==> src/rtl/sseg_pkg.sv <==
// Shared types for the seven-segment scan controller.
package sseg_pkg;

  localparam int NUM_DIGITS = 4;

  typedef logic [1:0] digit_sel_t;

  typedef enum logic {
    IDLE,
    SCAN
  } scan_state_t;

  typedef struct packed {
    logic [15:0] data;
    logic        hex_dec;
    logic        sign;
  } disp_word_t;

endpackage

==> src/rtl/sseg_refresh_prescaler.sv <==
// Digit-period prescaler: counts 0..DIV-1 while run is high and
// flags the last count with a combinational tick.
module refresh_prescaler #(
  parameter int DIV = 100000
) (
  input  logic clk,
  input  logic rst_n,
  input  logic run,
  output logic tick
);

  localparam int W = (DIV > 2) ? $clog2(DIV) : 1;

  logic [W-1:0] cnt_q;
  logic [W-1:0] cnt_d;

  assign tick = run && (cnt_q == W'(DIV - 1));

  always_comb begin
    cnt_d = cnt_q;
    if (run) begin
      if (tick) cnt_d = '0;
      else      cnt_d = cnt_q + W'(1);
    end
  end

  always_ff @(posedge clk) begin
    if (!rst_n) cnt_q <= '0;
    else        cnt_q <= cnt_d;
  end

endmodule

==> src/rtl/sseg_scan_ctrl.sv <==
// 4-digit display scan controller with frame-aligned value commit.
// Optional anti-ghost blanking is built when SSEG_GHOST_BLANK_EN is defined.
module sseg_scan_ctrl
  import sseg_pkg::*;
#(
  parameter int REFRESH_DIV  = 100000,
  parameter int BLANK_CYCLES = 8
) (
  input  logic        clk,
  input  logic        rst_n,
  input  logic        en,
  input  logic        load_valid,
  output logic        load_ready,
  input  logic [15:0] load_data,
  input  logic        load_hex_dec,
  input  logic        load_sign,
  output logic [1:0]  digit_sel,
  output logic [15:0] disp_data,
  output logic        disp_hex_dec,
  output logic        disp_sign,
  output logic        digit_tick,
  output logic        frame_done,
  output logic        blank
);

  scan_state_t state_q, state_d;
  digit_sel_t  sel_q, sel_d;
  disp_word_t  disp_q, disp_d;
  disp_word_t  slot_q, slot_d;
  logic        full_q, full_d;
  logic        ready_q, ready_d;
  logic        dtick_q, dtick_d;
  logic        fdone_q, fdone_d;

  logic run;
  logic tick;
  logic accept;
  logic wrap;
  logic commit;

  assign run = (state_q == SCAN) && en;

  refresh_prescaler #(
    .DIV (REFRESH_DIV)
  ) u_presc (
    .clk   (clk),
    .rst_n (rst_n),
    .run   (run),
    .tick  (tick)
  );

  // Accept and commit are exclusive: accept needs an empty slot.
  always_comb begin
    accept  = load_valid && ready_q;
    wrap    = tick && (sel_q == digit_sel_t'(NUM_DIGITS - 1));
    commit  = wrap && full_q;
    state_d = en ? SCAN : IDLE;
    sel_d   = tick ? sel_q + digit_sel_t'(1) : sel_q;
    dtick_d = tick;
    fdone_d = wrap;
    disp_d  = commit ? slot_q : disp_q;
    slot_d  = slot_q;
    full_d  = full_q;
    if (commit) full_d = 1'b0;
    if (accept) begin
      full_d         = 1'b1;
      slot_d.data    = load_data;
      slot_d.hex_dec = load_hex_dec;
      slot_d.sign    = load_sign;
    end
    ready_d = !full_d;
  end

  always_ff @(posedge clk) begin
    if (!rst_n) begin
      state_q <= IDLE;
      sel_q   <= '0;
      disp_q  <= '0;
      slot_q  <= '0;
      full_q  <= 1'b0;
      ready_q <= 1'b1;
      dtick_q <= 1'b0;
      fdone_q <= 1'b0;
    end else begin
      state_q <= state_d;
      sel_q   <= sel_d;
      disp_q  <= disp_d;
      slot_q  <= slot_d;
      full_q  <= full_d;
      ready_q <= ready_d;
      dtick_q <= dtick_d;
      fdone_q <= fdone_d;
    end
  end

  assign load_ready   = ready_q;
  assign digit_sel    = sel_q;
  assign disp_data    = disp_q.data;
  assign disp_hex_dec = disp_q.hex_dec;
  assign disp_sign    = disp_q.sign;
  assign digit_tick   = dtick_q;
  assign frame_done   = fdone_q;

`ifdef SSEG_GHOST_BLANK_EN
  localparam int BW = $clog2(BLANK_CYCLES + 1);

  logic [BW-1:0] bcnt_q, bcnt_d;
  logic          blank_q, blank_d;

  // Remaining blank cycles in this digit period; frozen with the scan.
  always_comb begin
    bcnt_d = bcnt_q;
    if (tick) begin
      bcnt_d = BW'(BLANK_CYCLES);
    end else if (run && (bcnt_q != '0)) begin
      bcnt_d = bcnt_q - BW'(1);
    end
    blank_d = (state_d == SCAN) && (bcnt_d != '0);
  end

  always_ff @(posedge clk) begin
    if (!rst_n) begin
      bcnt_q  <= '0;
      blank_q <= 1'b0;
    end else begin
      bcnt_q  <= bcnt_d;
      blank_q <= blank_d;
    end
  end

  assign blank = blank_q;
`else
  logic unused_blank_cfg;
  assign unused_blank_cfg = |BLANK_CYCLES;
  assign blank = 1'b0;
`endif

endmodule

==> config.mk <==
export PLATFORM = sky130hd
export DESIGN_NAME = sseg_scan_ctrl
export DESIGN_NICKNAME = d
export VERILOG_FILES = /design/src/rtl/sseg_pkg.sv /design/src/rtl/sseg_refresh_prescaler.sv /design/src/rtl/sseg_scan_ctrl.sv
export SDC_FILE = /design/constraint.sdc
export NUM_CORES = 1
export LEC_CHECK = 0
export BUFFER_PORTS_ARGS = -buffer_cell sky130_fd_sc_hd__buf_2
export CAP_MARGIN = 20
export CORE_UTILIZATION = 42
export DETAILED_ROUTE_END_ITERATION = 6
export PLACE_DENSITY = 0.65
export SYNTH_ARGS = -nofsm -noshare
export SYNTH_HDL_FRONTEND = slang
export SYNTH_SLANG_ARGS = --single-unit
==> constraint.sdc <==
create_clock -name clk -period 2.8 [get_ports clk]
set_input_delay 0.28 -clock clk [delete_from_list [all_inputs] [get_ports clk]]
set_output_delay 0.28 -clock clk [all_outputs]
set_load 0.01 [all_outputs]
# == Yosys cells after proc, flatten, opt, wreduce, memory -nomap -nowiden ==
# Index checks and enable logic that the tools add are counted.
# op_classes
n_addsub,2
mul,0
div_mod_pow,0
magnitude_cmp,0
n_eq_ne,2
shift,0
muxes,4
bitwise_logic,0
n_reduce_logical,6
# op_table
operator,n
17-bit by 1-bit adder with 17-bit output (second input constant),1
17-bit equality test (second input constant),1
17-bit 2-to-1 mux,1
1-bit logical AND,5
1-bit 2-to-1 mux,3
2-bit by 1-bit adder with 2-bit output (second input constant),1
2-bit equality test (second input constant),1
1-bit logical NOT,1
# word_totals
ff_bits,60
latch_bits,0
ramBits,0
rom_bits,0
inputBits,22
word_cells,27
mem_count,0

# == Logic depth before layout (Yosys ltp) ==
# Gate-level depths: netlist of the first run.
# logic_depth
ltp_word,7
ltp_mapped,6

# == Hierarchy ==
# Synthesis of the first run repeated with hierarchy kept, for this count alone.
# unflattened
cells_unflattened,276
hier_area_um2,2580.0
# modules_own_cells
mod,instances,cells_each,area_per_inst_um2
sseg_scan_ctrl,1,185,1765.4
refresh_prescaler,1,91,814.5

# == Worst setup path after synthesis of the first run ==
# Ideal clock, no wire load.
# synth_timing
kind,register -> register
startpoint,reg u_presc.cnt_q[11]
endpoint,reg disp_q (netlist bit disp_data[10])
arrival_time_ns,1.479
setup_slack_ns,1.250
stages_incl_launch_ff,7
path_buffers,2
period_less_slack_ns,1.550
cell_sequence,dfxtp_1 > nor4_4 > nand3_2 > nor4_2 > buf_6 > buf_12 > mux2i_1
# synth_between
elab_chain_cells,4
# synth_lines
item,line_no,rtl
from (decl),sseg_refresh_prescaler.sv:14,logic [W-1:0] cnt_q;
from (signal assigned),sseg_refresh_prescaler.sv:29,else cnt_q <= cnt_d;
17-bit equality test,sseg_refresh_prescaler.sv:17,assign tick = run && (cnt_q == W'(DIV - 1));
1-bit logical AND,sseg_refresh_prescaler.sv:17,
1-bit logical AND,sseg_scan_ctrl.sv:55,wrap = tick && (sel_q == digit_sel_t'(NUM_DIGITS - 1));
1-bit logical AND,sseg_scan_ctrl.sv:56,commit = wrap && full_q;
to (signal assigned),sseg_scan_ctrl.sv:87,disp_q <= disp_d;
to (decl),sseg_scan_ctrl.sv:28,"disp_word_t disp_q, disp_d;"
# Every way passes these cells.
# A chain may end at the register's enable or synchronous reset.

# == Worst setup path after layout of the first run ==
# layout_timing
startpoint,reg u_presc.cnt_q[0]
endpoint,"reg sel_q[1], in the netlist digit_sel[1]"
# layout_between
elab_chain_cells,2
# layout_lines
item,line_no,rtl
17-bit equality test,sseg_refresh_prescaler.sv:17,
1-bit logical AND,sseg_refresh_prescaler.sv:17,
to (signal assigned),sseg_scan_ctrl.sv:86,sel_q <= sel_d;
to (decl),sseg_scan_ctrl.sv:27,"digit_sel_t sel_q, sel_d;"
# Every way passes these cells.

==> results of run 1 <==
[sequential cells by signal, summed over array words and instances, names as in the netlist]
register       count
slot_q            18
u_presc.cnt_q     17
disp_data         16
digit_sel          2
digit_tick         1
disp_hex_dec       1
disp_sign          1
frame_done         1
full_q             1
load_ready         1
state_q            1
[cells by family (layout without fill, tap and decap cells)]
| family | after synthesis | in the layout | synth area share (%) |
|---|---|---|---|
| adder cells (fa/ha/maj) | 2 | 2 | 0.9968 |
| XOR/XNOR | 10 | 10 | 3.490 |
| other | 1 | 1 | 0.1494 |
| flip-flops | 60 | 60 | 47.86 |
| buffers and inverters | 17 | 65 | 3.639 |
| AND/OR/NAND/NOR | 136 | 136 | 26.77 |
| AO/OA/AOI/OAI | 30 | 30 | 8.325 |
| multiplexers | 22 | 22 | 8.774 |
[power groups by stage]
stage	clock network [mW]	registers [mW]	logic, mW
finish	0.876	0.884	0.0808
floorplan	0	0.902	0.0542
global placement	0	0.903	0.0821
CTS	0.896	0.884	0.0828
global route	0.938	0.887	0.0939
detailed placement	0	0.903	0.0829
[cells in the mapped netlist]
cell type                  count  area, sq um
sky130_fd_sc_hd__buf_12        1        20.02
sky130_fd_sc_hd__o211ai_1      1        7.510
sky130_fd_sc_hd__o21ai_2       1        8.760
sky130_fd_sc_hd__conb_1        1        3.750
sky130_fd_sc_hd__nor3_1        3        15.01
sky130_fd_sc_hd__a21oi_1       3        15.01
sky130_fd_sc_hd__a21boi_0     18        135.1
sky130_fd_sc_hd__mux2i_1      22        220.2
sky130_fd_sc_hd__buf_6         1        11.26
sky130_fd_sc_hd__and3_1        4        25.02
sky130_fd_sc_hd__nand4_1       4        25.02
sky130_fd_sc_hd__o21ai_0       4        20.02
sky130_fd_sc_hd__nand2b_1      2        12.51
sky130_fd_sc_hd__nor2_1       13        48.80
sky130_fd_sc_hd__nor2_2        1        6.260
sky130_fd_sc_hd__dfxtp_1      60         1201
sky130_fd_sc_hd__nor4_4        2        42.54
sky130_fd_sc_hd__nand3_4       1        17.52
sky130_fd_sc_hd__nand3_1       9        45.04
sky130_fd_sc_hd__buf_4         1        7.510
sky130_fd_sc_hd__xor2_1        1        8.760
sky130_fd_sc_hd__nor4_2        1        12.51
sky130_fd_sc_hd__clkbuf_1     12        45.04
sky130_fd_sc_hd__and2_1        4        25.02
sky130_fd_sc_hd__nor4b_2       1        15.01
sky130_fd_sc_hd__nor4_1        4        25.02
sky130_fd_sc_hd__a31oi_1       1        6.260
sky130_fd_sc_hd__o31ai_1       1        7.510
sky130_fd_sc_hd__nor3b_1       1        7.510
sky130_fd_sc_hd__and3_2        1        7.510
sky130_fd_sc_hd__a31o_2        1        8.760
sky130_fd_sc_hd__ha_1          2        25.02
sky130_fd_sc_hd__nand2_1      81        304.0
sky130_fd_sc_hd__nand3_2       2        20.02
sky130_fd_sc_hd__xnor2_1       9        78.83
sky130_fd_sc_hd__nand4b_1      1        8.760
sky130_fd_sc_hd__inv_1         2        7.510
sky130_fd_sc_hd__and4_1        1        8.760
[layer usage]
metal,up-vias,GRT usage [%],wire [um]
li1,1025,-,-
met1,903,20.57,2286
met2,35,26.72,2152
met3,6,5.632,164
met4,0,6.545,50
met5,-,0,0
[worst min-delay path, delay by kind of cell]
kind / cells / cell delay [ps]
AOI/OAI and AO/OA: 1 / 60
and+or+nand+nor: 1 / 40
buffers and inverters: 1 / 100
[layout make-up]
cell class | count | area [sq um] | area share (%)
multi-input cells | 201 | 1226 | 40.94
flip-flops and latches | 60 | 1201 | 40.10
repair buffers | 47 | 242.7 | 8.104
clock buffers | 13 | 158.9 | 5.305
well taps | 72 | 90.09 | 3.008
clock inverters | 3 | 68.82 | 2.297
inverters | 2 | 7.507 | 0.2506
[metrics by stage]
stage	cell area [sq um]	setup WS, ps
finish	2995	1096
global route	2995	927.3
floorplan	2510	1250
global placement	2768	1142
detailed placement	2768	1101
CTS	2995	1085
[final timing paths]
check	from	endpoint	cells past startpoint
max reg2reg	u_presc.cnt_q[0]$_SDFFE_PN0P_	digit_sel[1]$_SDFFE_PN0N_	5
min reg2reg	disp_data[7]$_SDFFE_PN0P_	disp_data[7]$_SDFFE_PN0P_	2
max	u_presc.cnt_q[0]$_SDFFE_PN0P_	digit_sel[1]$_SDFFE_PN0N_	5
min	load_data[11]	slot_q[13]$_SDFFE_PN0P_	3
==> impl_metrics.ini, run 1 <==
[timing]
hold_slack_ps = 195.9
max_clock_freq_ghz = 0.5870
period_needed_ps = 1704
finalHoldViolations = 0
finalSetupViolations = 0
worstMarginPinSlew_ps = 810.9
total_negative_slack_ps = 0
timing.slew.headroom_pct = 45.94
unrepaired_setup_endpoints_after_global_routing = false
timing.final.max_slew_violations = 0
fin_crit_sh_pct = 60.84
fin_skew_ps = 8.330

[route]
vias = 1969
route.detailed.vias_per_inst = 4.947
drt_iter0_drcs = 60
avgRoutedWirePerCell_um = 11.69
drt_first_pass_iters = 4
detail-route-antenna-nets = 0
detail_route.wirelength_um = 4654
remaining_drc_errors = 0

[placed_design]
io_buffers = 44
place.gp.congestion = 0.7802
dp_cells = 382
dp_hpwl_um = 3113

[synth]
syn-num-nets = 302
synth-seq-cells = 60
synthesis.area_per_instance_sq_um = 9.028
yosysUniqueCellTypes = 38
syn_inst = 278
syn_area_sq_um = 2510
yosys_warnings = 0
synth.yosys.seq_area_share_pct = 47.86

[critical_path]
critical_path_required_ps = 3060
critical_path.slowest_cell = sky130_fd_sc_hd__nor2_2
timing.critical_path.buf_inv = 0
cp_data_arrival_time_ps = 1960
worstPathCellList = ha_1 > and3_1 > nand3_1 > nor2_2 > mux2i_1
timing.critical_path.from_type = register
setup.worst_path.class = reg -> reg
worst_path_largest_cell_delay_ps = 390
critical_path_peak_fanout = 10
critPathCaptureType = register
critical_path.top_delay_family = simple AND/OR/NAND/NOR gates
r2r_slack_ps = 1100

[power_and_ir_drop]
share_comb_of_total_power_pct = 4.4
powerDensity_nw_per_um2 = 614.7
total_power_mw = 1.841
net-switching-power_uw = 383.5
vdd_ir_drop_max_mv = 0.2795
power_report.internal_total_mw = 1.458
power_switching_share_pct = 20.83
power.sequential.fraction_pct = 48.0
static-leakage-power_nw = 1.155
clockPowerShare_pct = 47.6

[floorplanning]
fp.coreArea_sq_um = 5642
floorplan.die.width_um = 79.31
initial_core_util_pct = 44.49
io_pins = 46
die_height_um = 79.31
placement_rows = 27
die_area_sq_um = 6289

[layout]
areaGrowthSynthToFinish_pct = 19.34
most_common_cell_after_layout_fill_and_taps_aside = sky130_fd_sc_hd__nand2_1
layout.core_utilization_pct = 53.09
layout_common_cells = sky130_fd_sc_hd__nand2_1, sky130_fd_sc_hd__dfxtp_1, sky130_fd_sc_hd__buf_2
stdcell_count = 398
post_route_cells_drive_above_1_share_pct = 22.09
n_antenna_cell = 0
final_net_count = 345
layout.filler_cells = 519

[run_status]
status = finished, final reports clean

[clock_tree]
cts_resized = 0
cts-root-buf = sky130_fd_sc_hd__clkbuf_8
cts_buffers = 9
cts_max_path_buffers = 2
htree_num_levels = 3
clk-insertion-delay-late_ps = 330
tritoncts_clock_tree = done
post-cts-setup-buffers = 0
ctsHoldBuffers = 0
tritoncts_num_sinks = 60
clkSlewWorstSetupHoldPaths_ps = 70

[job]
cap_violations = 0

[grt]
gr-total-overflow = 0
global_route_wire_length_before_repair_um = 8052
number_of_antenna_violations_at_the_first_check_in_global_routing = 0
grt_start_max_net_pins = 54
number_of_global_route_vias_before_repair = 1759
globalRouteTotalUtil_pct = 16.71

[hold_path]
timing.hold.worst.class = in -> reg
No activity file was read; power rests on OpenSTA's default activity.
==> run 2, diff against run 1 <==
ABC_AREA = 1   (was default)
PLACE_DENSITY = 0.67   (was 0.65)
clock period = 1.45 ns   (was 2.8 ns; I/O delays follow)
==> run 2 against run 1 <==
Compared with the run above:
- the run now ends with setup timing left
- routed wire length rose by 30%
- sequential share of layout area down 6.1 points
- via count increased by 27%
- worst setup slack lost 1100 ps
- sequential cell count unchanged
- first-iteration DRC count rose by 58%
- clock skew up 2.7 ps
- global-route usage grew 2.9 points
- clock power is 39% higher
- final cell count grew 33%
- critical path type unchanged
==> impl_metrics.ini, run 2 <==
[route]
vias = 2496
detail-route-antenna-nets = 0
remaining_drc_errors = 0
route.detailed.vias_per_inst = 4.727
avgRoutedWirePerCell_um = 11.49
drt_iter0_drcs = 95
drt_first_pass_iters = 4
detail_route.wirelength_um = 6066

[layout]
sequential_cell_area_sq_um = 1211
most_common_cell_after_layout_fill_and_taps_aside = sky130_fd_sc_hd__inv_1
registers.top_by_ff_count = slot_q
layout_common_cells = sky130_fd_sc_hd__inv_1, sky130_fd_sc_hd__nand2_1, sky130_fd_sc_hd__dfxtp_1
multi_input_logic_area_sq_um = 1264
final_net_count = 473
largest_reg_flops = 18
areaGrowthSynthToFinish_pct = 34.64
post_route_cells_drive_above_1_share_pct = 38.63
layout.core_utilization_pct = 59.50
layout.filler_cells = 571
n_antenna_cell = 0

[critical_path]
critical_path_peak_fanout = 8
critPathCaptureType = register
worst_path_largest_cell_delay_ps = 350
cp_data_arrival_time_ps = 1780
timing.critical_path.from_type = register
setup.worst_path.class = reg -> reg
critical_path.slowest_cell = sky130_fd_sc_hd__dfxtp_2
critical_path_required_ps = 1720
critical_path.most_common_cell = sky130_fd_sc_hd__nor2_4
worstPathCellList = ha_4 > nand2_4 > nor2_4 > nand3_2 > nor2_4 > buf_6 > nand3_4 > buf_12 > nand2_2 > inv_1 > nor2_1

[synth]
library_cell_with_the_largest_summed_area_after_synthesis = sky130_fd_sc_hd__dfxtp_1
synth_enable_flop_cells = 0
synth-seq-cells = 60
synthesis.area_per_instance_sq_um = 7.079
async_reset_ff_share_pct = 0
synthFlopType = sky130_fd_sc_hd__dfxtp_1
synth.yosys.seq_area_share_pct = 45.37
post-synth-top-area-fraction_pct = 45.37
syn_area_sq_um = 2648
yosys_warnings = 0
syn-num-nets = 398
syn_inst = 374
yosysUniqueCellTypes = 27
synth_most_common_cell = sky130_fd_sc_hd__inv_1
ys_top_cells_by_count = sky130_fd_sc_hd__inv_1, sky130_fd_sc_hd__nand2_1, sky130_fd_sc_hd__dfxtp_1, sky130_fd_sc_hd__nor2_1, sky130_fd_sc_hd__nand4_1
synth_top_area_cells = sky130_fd_sc_hd__dfxtp_1, sky130_fd_sc_hd__inv_1, sky130_fd_sc_hd__nand2_1

[grt]
number_of_global_route_vias_before_repair = 2290
gr-total-overflow = 0
globalRouteTotalUtil_pct = 19.63
global_route_wire_length_before_repair_um = 9839
number_of_antenna_violations_at_the_first_check_in_global_routing = 0
grt_start_max_net_pins = 42

[clock_tree]
tritoncts_clock_tree = done
clk-insertion-delay-late_ps = 340
cts-root-buf = sky130_fd_sc_hd__clkbuf_8
ctsHoldBuffers = 0
clkSlewWorstSetupHoldPaths_ps = 60
cts_buffers = 9
htree_num_levels = 3
tritoncts_num_sinks = 60
cts_max_path_buffers = 2

[power_and_ir_drop]
total_power_mw = 3.147
powerDensity_nw_per_um2 = 882.9
static-leakage-power_nw = 1.634
vdd_ir_drop_max_mv = 0.4857

[placed_design]
preCtsSetupSlack_ps = -374.4
dp_hpwl_um = 4125
io_buffers = 44
place.gp.congestion = 0.8735

[hold_path]
timing.hold.worst.class = in -> reg

[job]
cap_violations = 0

[run_status]
failed_checks = setup timing
status = finished, violations left

[timing]
hold_slack_ps = 21.92
finalSetupViolations = 18
pnr_worst_setup_slack_ps = -53.16
finalHoldViolations = 0
max_clock_freq_ghz = 0.6653
unrepaired_setup_endpoints_after_global_routing = true
fin_skew_ps = 11.07
timing.final.max_slew_violations = 0
period_needed_ps = 1503
fin_crit_sh_pct = 103.7

[floorplanning]
io_pins = 46
placement_rows = 28
initial_core_util_pct = 44.19
die_height_um = 81.40
die_area_sq_um = 6625
fp.coreArea_sq_um = 5991
floorplan.die.width_um = 81.40
==> run 2: changes by cell type after synthesis, moves of 7 or more <==
| cell | change |
|---|---|
| sky130_fd_sc_hd__a21oi_1 | +18 |
| sky130_fd_sc_hd__xnor2_1 | -9 |
| sky130_fd_sc_hd__inv_1 | +73 |
| sky130_fd_sc_hd__nor2_1 | +37 |
| sky130_fd_sc_hd__nand4_1 | +18 |
| sky130_fd_sc_hd__nand2_2 | +7 |
| sky130_fd_sc_hd__a21boi_0 | -18 |
| sky130_fd_sc_hd__o21ai_0 | +17 |
| sky130_fd_sc_hd__nand2_1 | -10 |
| sky130_fd_sc_hd__mux2i_1 | -22 |
==> run 2: where the power goes <==
part	leakage (nW)	switching (mW)	internal, mW
Clock	0.0800	0.620	0.603
Combinational	1.06	0.131	0.0790
Sequential	0.492	0.0162	1.70
==> run 2: worst paths after layout <==
kind / from / end / slack [ps] / cells past startpoint
hold reg to reg: slot_q[0]$_SDFFE_PN0P_ / slot_q[0]$_SDFFE_PN0P_ / 450 / 2
setup reg to reg: u_presc.cnt_q[0]$_SDFFE_PN0P_ / disp_data[0]$_SDFFE_PN0P_ / -50 / 11
setup / recovery: u_presc.cnt_q[0]$_SDFFE_PN0P_ / disp_data[0]$_SDFFE_PN0P_ / -50 / 11
hold / removal: en / state_q$_SDFF_PN0_ / 20 / 3
==> run 2: area by class of cell <==
class | count | share of cell area (%)
Sequential cell | 60 | 33.98
Inverter | 77 | 8.108
Multi-Input combinational cell | 222 | 35.45
Clock inverter | 3 | 0.4212
Clock buffer | 12 | 3.791
Tap cell | 75 | 2.633
Timing Repair Buffer | 79 | 15.62
==> run 2: cell families (layout without fill, tap and decap cells) <==
family	after synthesis	after routing	share of synthesized area (%)
AOI/OAI and AO/OA	44	44	8.412
xor gates and xnor gates	5	5	1.654
buffers and inverters	92	171	13.89
other	1	1	0.1416
DFF	60	60	45.37
and+or+nand+nor	170	170	29.58
adders and majority gates	2	2	0.9450
==> run 2: worst max-delay path: cells and delay by family (launching register included) <==
family	cells	cell delay, ps
simple gates	7	600
flops	1	350
buf+inv	3	330
fa+ha+maj	1	150
==> run 2: what timing repair did <==
| item | CTS | global route |
|---|---|---|
| gates cloned | 0 | 1 |
| gates resized for setup | 18 | 67 |
| buffers inserted | 4 | 3 |
| endpoints found under the setup margin | 33 | 33 |
| pin swaps | 13 | 32 |
==> run 2: routing by layer <==
| metal | vias to the layer above | share of wire [%] | track usage, % | routed length, um |
|---|---|---|---|---|
| met5 | - | 0 | 0 | 0 |
| met4 | 0 | 1.0 | 5.893 | 62 |
| met3 | 10 | 5.8 | 7.191 | 350 |
| met2 | 68 | 48 | 32.83 | 2915 |
| met1 | 1114 | 45 | 23.26 | 2737 |
| li1 | 1304 | - | - | - |
==> run 2: metrics by stage <==
stage	TNS (ps)	area, sq um	instances
global route	-1730	3565	528
CTS	-520.1	3362	524
floorplan	0	2648	374
detailed placement	-6613	3110	505
finish	-389.0	3565	528
global placement	-4743	3110	505
==> run 3, diff against run 2 <==
--- a/config.mk
+++ b/config.mk
@@ -7,3 +7,3 @@
 export LEC_CHECK = 0
-export ABC_AREA = 1
+export ABC_AREA = 0
 export BUFFER_PORTS_ARGS = -buffer_cell sky130_fd_sc_hd__buf_2
==> constraint.sdc (replaced) <==
create_clock -name clk -period 1.45 [get_ports clk]
set_input_delay 0 -clock clk [delete_from_list [all_inputs] [get_ports clk]]
set_output_delay 0 -clock clk [all_outputs]
set_load 0.01 [all_outputs]
==> run 3 against run 2 <==
Compared with the run above:
- the run still ends with setup timing left
- final area rose by 2.1%
- global-route usage fell by 1.1 points
- sequential share of layout area shrank 0.51 points
- sequential power is essentially flat
- final cell count fell by 13%
- power up 9.9%
- maximum frequency fell by 4.3%
- worst hold slack better by 190 ps
- sequential cell count did not move
- critical path type unchanged
==> impl_metrics.ini, run 3 (synthesis results as in run 1) <==
[run_status]
status = finished, violations left
failed_checks = setup timing

[layout]
stdcell_count = 459
most_common_cell_after_layout_fill_and_taps_aside = sky130_fd_sc_hd__nand2_1
largest_reg_flops = 18
final_net_count = 406
post_route_cells_drive_above_1_share_pct = 34.37
registers.top_by_ff_count = slot_q
n_antenna_cell = 0
areaGrowthSynthToFinish_pct = 45.06
layout.filler_cells = 467
layout_common_cells = sky130_fd_sc_hd__nand2_1, sky130_fd_sc_hd__dfxtp_1, sky130_fd_sc_hd__buf_2

[route]
maxUsedRoutingLayer = met4
detail_route.wirelength_um = 5835
remaining_drc_errors = 0
drt_iter0_drcs = 144
avgRoutedWirePerCell_um = 12.71
route.detailed.vias_per_inst = 4.837
routed-wl-met2_um = 2732
vias = 2220
wl_met1_um = 2775
detail-route-antenna-nets = 0
drt_first_pass_iters = 4
route.met3.wl_um = 228

[placed_design]
dp_hpwl_um = 3570
dp_cells = 411
io_buffers = 44
place.gp.congestion = 0.7877

[job]
cap_violations = 0

[grt]
global_route_wire_length_before_repair_um = 8935
grt_start_max_net_pins = 31
number_of_global_route_vias_before_repair = 2043
globalRouteTotalUtil_pct = 18.50
gr-total-overflow = 0
number_of_antenna_violations_at_the_first_check_in_global_routing = 0

[critical_path]
critical_path_required_ps = 1700
timing.critical_path.buf_inv = 2
critPathCaptureType = register
critical_path.top_delay_family = simple AND/OR/NAND/NOR gates
critical_path.slowest_cell = sky130_fd_sc_hd__dfxtp_4
timing.critical_path.from_type = register
critical_path_peak_fanout = 9
worstPathCellList = nor4_4 > nand3_2 > nor4_4 > buf_6 > clkbuf_16 > mux2i_1
worst_path_largest_cell_delay_ps = 350
cp_data_arrival_time_ps = 1820
critical_path.most_common_cell = sky130_fd_sc_hd__nor4_4
setup.worst_path.class = reg -> reg

[clock_tree]
cts_buffers = 9
cts_max_path_buffers = 2
htree_num_levels = 3
tritoncts_num_sinks = 60
tritoncts_clock_tree = done
cts-root-buf = sky130_fd_sc_hd__clkbuf_8
clk-insertion-delay-late_ps = 330
clkSlewWorstSetupHoldPaths_ps = 70

[floorplanning]
placement_rows = 27
initial_core_util_pct = 44.49
floorplan.die.width_um = 79.31
fp.coreArea_sq_um = 5642
die_height_um = 79.31
io_pins = 46
die_area_sq_um = 6289

[timing]
period_needed_ps = 1570
pnr_worst_setup_slack_ps = -120.2
fin_crit_sh_pct = 108.3
unrepaired_setup_endpoints_after_global_routing = true
finalSetupViolations = 20
hold_slack_ps = 208.0
fin_skew_ps = 8.816
finalHoldViolations = 0
timing.final.max_slew_violations = 0
max_clock_freq_ghz = 0.6369

[power_and_ir_drop]
static-leakage-power_nw = 1.472
total_power_mw = 3.459
vdd_ir_drop_max_mv = 0.5427
powerDensity_nw_per_um2 = 950.0

[hold_path]
timing.hold.worst.class = in -> reg
## run 3: cell count changes in the layout (fill, tap and decap cells not counted), moves of 18 or more
cell,before,now
sky130_fd_sc_hd__nand2_2,19,0
sky130_fd_sc_hd__dlygate4sd3_1,0,20
sky130_fd_sc_hd__inv_1,59,2
sky130_fd_sc_hd__nand4_1,22,4
sky130_fd_sc_hd__nor2_1,33,13
sky130_fd_sc_hd__a21oi_1,21,3
sky130_fd_sc_hd__a21boi_0,0,18
sky130_fd_sc_hd__inv_2,18,0
sky130_fd_sc_hd__mux2i_1,0,22
sky130_fd_sc_hd__nand2_1,52,81
## run 3: worst min-delay path, stage by stage
cell and delay [ps]:
sky130_fd_sc_hd__buf_2 90, sky130_fd_sc_hd__nand2_1 210, sky130_fd_sc_hd__nand2_1 130, sky130_fd_sc_hd__a21boi_0 60
## run 3: path summary, 6_finish.rpt
path                                                      from                    endpoint  slack, ps  depth (start not counted)
worst max-delay path            u_presc.cnt_q[14]$_SDFFE_PN0P_  disp_data[12]$_SDFFE_PN0P_       -120                          6
worst min-delay path                                load_valid     slot_q[15]$_SDFFE_PN0P_        210                          4
worst max register to register  u_presc.cnt_q[14]$_SDFFE_PN0P_  disp_data[12]$_SDFFE_PN0P_       -120                          6
worst min register to register       disp_data[9]$_SDFFE_PN0P_   disp_data[9]$_SDFFE_PN0P_        450                          2
## run 3: stage by stage
step           util [%]  area (sq um)  worst slack [ps]  setup TNS (ps)
3_5_place_dp      53.29          3007            -64.90           -1070
2_1_floorplan         -          2519            -36.22          -592.9
3_3_place_gp      53.29          3007            -42.09          -488.8
6_report          64.54          3641            -120.2          -820.8
5_1_grt           64.54          3641            -213.7           -3499
4_1_cts           61.26          3456            -48.05          -587.6
## run 3: what timing repair did
action,4_1_cts,5_1_grt
buffers inserted,3,6
hold endpoints to repair,21,0
hold buffers,20,0
gates resized for setup,7,20
pin swaps,3,6
gates cloned,0,3
setup endpoints to repair,40,40
## run 3: power breakdown
| group | total [mW] | leakage, nW | internal, mW | switching [mW] |
|---|---|---|---|---|
| registers | 1.71 | 0.493 | 1.69 | 0.0210 |
| logic | 0.235 | 0.876 | 0.120 | 0.115 |
| clock network | 1.52 | 0.102 | 0.882 | 0.636 |
| total | 3.46 | 1.47 | 2.69 | 0.772 |
## run 3: layout make-up
class | instances | area [sq um] | share of cell area (%)
multi-input cells | 201 | 1309 | 35.95
flip-flops and latches | 60 | 1219 | 33.47
repair buffers | 108 | 813.3 | 22.34
clock buffers | 12 | 155.1 | 4.261
well taps | 72 | 90.09 | 2.474
clock inverters | 4 | 47.55 | 1.306
inverters | 2 | 7.507 | 0.2062
## run 3: metal layers
metal / vias up / track usage (%)
met3: 10 / 4.598
met2: 50 / 29.48
li1: 1139 / -
met5: - / 0
met4: 0 / 9.636
met1: 1021 / 22.95
